File: src/rtl/conv33_line_sched.sv
// conv33_line_sched: raster-stream scheduler for a 3x3 convolution datapath.
// Keeps two line buffers, presents one (top, mid, bot) image column per
// accepted pixel, marks datapath outputs that are full interior windows and
// sequences IDLE -> FILL -> RUN -> DONE for each frame.
module conv33_line_sched #(
    parameter int PIXEL_WIDTH = 8,
    parameter int IMG_W       = 64,
    parameter int IMG_H       = 64
) (
    input  logic                   clk,
    input  logic                   rst,
    input  logic                   start,
    input  logic [1:0]             mode_in,
    input  logic                   in_valid,
    output logic                   in_ready,
    input  logic [PIXEL_WIDTH-1:0] in_pixel,
    output logic [PIXEL_WIDTH-1:0] pix_top,
    output logic [PIXEL_WIDTH-1:0] pix_mid,
    output logic [PIXEL_WIDTH-1:0] pix_bot,
    output logic                   conv_ce,
    output logic [1:0]             mode,
    output logic                   out_valid,
    output logic                   out_last,
    output logic                   busy,
    output logic                   done
);

    localparam int CW = $clog2(IMG_W);
    localparam int RW = $clog2(IMG_H);

    localparam logic [CW-1:0] COL_LAST = CW'(IMG_W - 1);
    localparam logic [CW-1:0] COL_ONE  = CW'(1);
    localparam logic [CW-1:0] COL_TWO  = CW'(2);
    localparam logic [RW-1:0] ROW_LAST = RW'(IMG_H - 1);
    localparam logic [RW-1:0] ROW_ONE  = RW'(1);
    localparam logic [RW-1:0] ROW_TWO  = RW'(2);

    typedef enum logic [1:0] {
        S_IDLE = 2'd0,
        S_FILL = 2'd1,
        S_RUN  = 2'd2,
        S_DONE = 2'd3
    } state_t;

    state_t                 state_q, state_d;
    logic [CW-1:0]          col_q, col_d;
    logic [RW-1:0]          row_q, row_d;
    logic [1:0]             mode_q, mode_d;
    logic [PIXEL_WIDTH-1:0] pix_top_q, pix_top_d;
    logic [PIXEL_WIDTH-1:0] pix_mid_q, pix_mid_d;
    logic [PIXEL_WIDTH-1:0] pix_bot_q, pix_bot_d;
    logic                   conv_ce_q, conv_ce_d;
    logic                   win1_q, win1_d;
    logic                   win2_q, win2_d;
    logic                   last1_q, last1_d;
    logic                   last2_q, last2_d;
    logic                   done_q, done_d;

    // Line buffers: lb0 holds row r-2, lb1 holds row r-1 for the current column.
    logic [PIXEL_WIDTH-1:0] lb0_q [IMG_W];
    logic [PIXEL_WIDTH-1:0] lb1_q [IMG_W];

    logic                   ready_s;
    logic                   accept_s;
    logic                   col_last_s;
    logic                   row_last_s;
    logic [PIXEL_WIDTH-1:0] lb_rd0_s;
    logic [PIXEL_WIDTH-1:0] lb_rd1_s;

    assign ready_s    = (state_q == S_FILL) || (state_q == S_RUN);
    assign accept_s   = in_valid && ready_s;
    assign col_last_s = (col_q == COL_LAST);
    assign row_last_s = (row_q == ROW_LAST);
    assign lb_rd0_s   = lb0_q[col_q];
    assign lb_rd1_s   = lb1_q[col_q];

    // Next-state, counter, column-output and window-flag pipeline logic.
    always_comb begin
        state_d   = state_q;
        row_d     = row_q;
        col_d     = col_q;
        mode_d    = mode_q;
        pix_top_d = pix_top_q;
        pix_mid_d = pix_mid_q;
        pix_bot_d = pix_bot_q;
        conv_ce_d = 1'b0;
        win1_d    = 1'b0;
        last1_d   = 1'b0;
        win2_d    = win1_q;
        last2_d   = last1_q;
        done_d    = 1'b0;
        case (state_q)
            S_IDLE: begin
                if (start) begin
                    mode_d  = mode_in;
                    row_d   = '0;
                    col_d   = '0;
                    state_d = S_FILL;
                end else begin
                    state_d = S_IDLE;
                end
            end
            S_FILL, S_RUN: begin
                if (accept_s) begin
                    pix_bot_d = in_pixel;
                    pix_mid_d = lb_rd1_s;
                    pix_top_d = lb_rd0_s;
                    conv_ce_d = 1'b1;
                    // Columns 0-1 and rows 0-1 only prime the datapath.
                    win1_d    = (row_q >= ROW_TWO) && (col_q >= COL_TWO);
                    last1_d   = row_last_s && col_last_s;
                    if (col_last_s) begin
                        col_d = '0;
                        if (row_last_s) begin
                            row_d   = '0;
                            state_d = S_DONE;
                            done_d  = 1'b1;
                        end else begin
                            row_d = row_q + ROW_ONE;
                            if (row_q == ROW_ONE) begin
                                state_d = S_RUN;
                            end else begin
                                state_d = state_q;
                            end
                        end
                    end else begin
                        col_d = col_q + COL_ONE;
                    end
                end else begin
                    conv_ce_d = 1'b0;
                end
            end
            S_DONE: begin
                state_d = S_IDLE;
            end
            default: begin
                state_d = S_IDLE;
            end
        endcase
    end

    // State, counters and all registered outputs; reset aborts any frame.
    always_ff @(posedge clk or posedge rst) begin
        if (rst) begin
            state_q   <= S_IDLE;
            row_q     <= '0;
            col_q     <= '0;
            mode_q    <= 2'd0;
            pix_top_q <= '0;
            pix_mid_q <= '0;
            pix_bot_q <= '0;
            conv_ce_q <= 1'b0;
            win1_q    <= 1'b0;
            win2_q    <= 1'b0;
            last1_q   <= 1'b0;
            last2_q   <= 1'b0;
            done_q    <= 1'b0;
        end else begin
            state_q   <= state_d;
            row_q     <= row_d;
            col_q     <= col_d;
            mode_q    <= mode_d;
            pix_top_q <= pix_top_d;
            pix_mid_q <= pix_mid_d;
            pix_bot_q <= pix_bot_d;
            conv_ce_q <= conv_ce_d;
            win1_q    <= win1_d;
            win2_q    <= win2_d;
            last1_q   <= last1_d;
            last2_q   <= last2_d;
            done_q    <= done_d;
        end
    end

    // Line-buffer shift on accept: reads above see the pre-write contents.
    always_ff @(posedge clk) begin
        if (accept_s) begin
            lb0_q[col_q] <= lb_rd1_s;
            lb1_q[col_q] <= in_pixel;
        end
    end

    assign in_ready  = ready_s;
    assign busy      = ready_s;
    assign pix_top   = pix_top_q;
    assign pix_mid   = pix_mid_q;
    assign pix_bot   = pix_bot_q;
    assign conv_ce   = conv_ce_q;
    assign mode      = mode_q;
    assign out_valid = win2_q;
    assign out_last  = last2_q;
    assign done      = done_q;

endmodule

File: config.mk
export PLATFORM = sky130hd
export DESIGN_NAME = conv33_line_sched
export DESIGN_NICKNAME = d
export VERILOG_FILES = /design/src/rtl/conv33_line_sched.sv
export SDC_FILE = /design/constraint.sdc
export NUM_CORES = 1
export LEC_CHECK = 0
export CORE_ASPECT_RATIO = 1.25
export CORE_MARGIN = 5
export CORE_UTILIZATION = 55
export CTS_BUF_LIST = sky130_fd_sc_hd__clkbuf_8
export DETAILED_ROUTE_END_ITERATION = 10
export PLACE_DENSITY_LB_ADDON = 0.15
export SYNTH_ARGS = -nofsm -noshare
export SYNTH_HDL_FRONTEND = slang
export SYNTH_SLANG_ARGS = --single-unit
File: constraint.sdc
create_clock -name clk -period 4.6 [get_ports clk]
set_input_delay 0.92 -clock clk [delete_from_list [all_inputs] [get_ports clk]]
set_output_delay 0.92 -clock clk [all_outputs]
set_load 0.05 [all_outputs]
==> results.ini <==
[status]
status=finished, violations left
violations=design-rule violations

[timing]
setup_viol=0
slew_headroom=0.116
tightest_slew_ns=1.33
fin_crit_ns=4.24
rsz0062_at_grt=false
maxSlewViolCount=0
fin_ws_ns=0.359
finalCritPeriodShare=0.922
fin_tns_setup_ns=0
hold_viol_final=0
max_freq_mhz=236
skew_ns=0.0385
holdWs_ns=0.379

[cts]
post_cts_resized=0
clkSinkCount=1069
post_cts.repair.setup_buffers=0
clockBufferDepth=3
clk_transition_reported_paths_ns=0.06
clkLatencyLatePin_ns=0.85
hold_buffers=0
cts_tree=done
ctsRootBufferMaster=clkbuf_8
numCtsBuffers=158
h-tree-depth=4

[floorplanning]
die-area_sq_um=81100
start_util=0.555
coreArea_sq_um=74800
num_io_pins=46
fp.dieH_um=317
fp.dieW_um=256
rows=112

[place]
portBuffers=45
dpl_cell_area_sq_um=44200
place.gp.congestion=0.955
dp_hpwl_um=81900
dp_slack_ns=0.610

[logic_synthesis]
synthFlopType=edfxtp_1
yosys_warnings=0
ys_seq_area_frac=0.768
synthDistinctLibCells=74
synth_nets=2423
async_flop_share=0.0421
synth-edff-count=1024
ys_ff_latch=1069
syn_area_sq_um=41500
netlist_instances=2403
synthesis.area_per_instance_sq_um=17.3

[global_route]
track_usage=0.324
grt_pass1_wl_um=188000
grt_pass1_vias=25400
grt_max_degree=66
grt-ovfl-total=0
antenna_found_initial=3

[pwr]
combinationalPowerShare=0.285
switchingPower_mw=9.36
ir_drop_uv=355
p_leak_nw=15.1
p_per_area_nw_per_um2=578
swShare=0.345
p_seq_frac=0.455
p_clk_frac=0.260
internal-power_mw=17.8

[setup_path]
r2r_cells=8
critPathKind=reg2reg
worst-path-max-fanout=41
crit_required_ns=5.31
r2r_setup_slack_ns=0.36
r2r_end=pix_mid[2]
arrival_ns=4.95
endpoint_kind=register
crit_chain=nor2b_4, buf_4, a221oi_1, nor3_1, a211oi_1, nand4_1, buf_12, mux2_2
start_kind=register
critPathMaxStageDelay_ns=0.88
r2r_start=col_q[2]
critPathSlowestCell=dfrtp_4
critPathBufInv=2
crit_family=simple AND/OR/NAND/NOR gates

[drt]
wl_per_cell_um=35.6
num_vias=25900
first_pass_iters=9
ant_nets=0
first_iter_violations=3875
post_drt_via_cell_ratio=6.94
drt-total-wl_um=133000
drc=2

[layout]
drive_above_1_share=0.198
final-seq-area_sq_um=31900
area_delta_synth_final_pct=13.3
final_nets=2658
design_area_sq_um=47000
final_common_cell=edfxtp_1
multi_input_area_sq_um=8850
fillers=5381
layout_common_cells=edfxtp_1, buf_4, clkbuf_8

[min_path]
hold_end=out_valid
min_from=win1_q
hold_depth=0
hold_path.class=reg2reg

[flow_run]
maxCapViolCount=0

## state kept, by name (all words and copies together), names as in the netlist
signal,cells
row_q,6
lb1_q,512
conv_ce,1
col_q,6
win1_q,1
out_valid,1
pix_bot,8
lb0_q,512
state_q,2
pix_top,8
done,1
pix_mid,8
out_last,1
mode,2
## per-stage QoR
| stage | cells | utilization | power [mW] |
|---|---|---|---|
| 4_1_cts | 3726 | 0.629 | 27.1 |
| 3_5_place_dp | 3447 | 0.591 | 20.1 |
| 6_report | 3727 | 0.629 | 27.2 |
| 5_1_grt | 3727 | 0.629 | 27.9 |
| 3_3_place_gp | 3447 | 0.591 | 20.0 |
| 2_1_floorplan | 2403 | - | 16.5 |
## power groups by stage
stage          Combinational, mW  Sequential (mW)  Clock (mW)
6_report                    7.74             12.4        7.06
5_1_grt                     7.96             12.4        7.59
4_1_cts                     7.58             12.3        7.14
3_5_place_dp                7.56             12.6           0
3_3_place_gp                7.42             12.5           0
2_1_floorplan               3.67             12.8           0
## final cells by class
type | count | share of cell area
clock buffer | 162 | 0.0474
antenna | 1 | 0.0000532
tap | 969 | 0.0258
timing repair buffer | 249 | 0.0471
inverter | 10 | 0.000798
sequential | 1069 | 0.678
multi-input combinational | 1150 | 0.188
clock inverter | 117 | 0.0128
## per-layer routing
layer  GRT usage  share of wire  up-vias
met5           0       0.000098        -
met4       0.177          0.064        2
met3      0.0882           0.12      436
met2       0.501           0.46     1965
met1       0.427           0.36    13100
li1            -              -    10400
## synthesized netlist by cell type, types with 6 or more instances
library cell  number  area share
nand2_1           85      0.0077
a211oi_1          10      0.0018
ha_1               6      0.0018
mux4_2            33       0.018
or3_1              6     0.00090
inv_1              9     0.00081
nor3_1            21      0.0025
nor3b_1            6      0.0011
and3b_1            6      0.0013
and3_1            13      0.0020
a221o_1            8      0.0019
buf_2             68      0.0082
a32oi_1            6      0.0013
a22oi_1          153       0.028
a22o_1            35      0.0074
nand3_1           24      0.0029
mux2i_1          121       0.029
o22ai_1           47      0.0071
o21ai_0           75      0.0090
o32ai_1           12      0.0025
o221ai_1          21      0.0044
a31oi_1           13      0.0020
a221oi_1         108       0.023
edfxtp_1        1024        0.74
buf_1             20      0.0018
nor2b_1            8      0.0012
a21oi_1           50      0.0060
dfrtp_1           45       0.027
clkbuf_1          56      0.0051
nor2_1           123       0.011
buf_4             25      0.0045
mux2_2            57       0.015
nand4_1            9      0.0014
## cell families (layout without fill, tap and decap cells)
group | Yosys count | after routing | synth area share
multiplexers | 215 | 215 | 0.0636
flip-flops | 1069 | 1069 | 0.768
other | 0 | 1 | 0
AO/OA/AOI/OAI | 596 | 596 | 0.107
buffers and inverters | 184 | 538 | 0.0218
AND/OR/NAND/NOR | 331 | 331 | 0.0372
XOR/XNOR | 2 | 2 | 0.000422
adder cells (fa/ha/maj) | 6 | 6 | 0.00181
## worst max-delay path by stage
stage / end / slack (ns) / cells after the start / from
after floorplan: pix_mid[1] / 1.07 / 9 / col_q[1]
after global placement: pix_mid[2] / 0.69 / 8 / col_q[2]
after detailed placement: pix_mid[2] / 0.61 / 8 / col_q[2]
after CTS: pix_mid[2] / 0.57 / 8 / col_q[2]
after global routing: pix_mid[2] / 0.34 / 8 / col_q[2]
final: pix_mid[2] / 0.36 / 8 / col_q[2]
No activity file was read; power rests on OpenSTA's default activity.
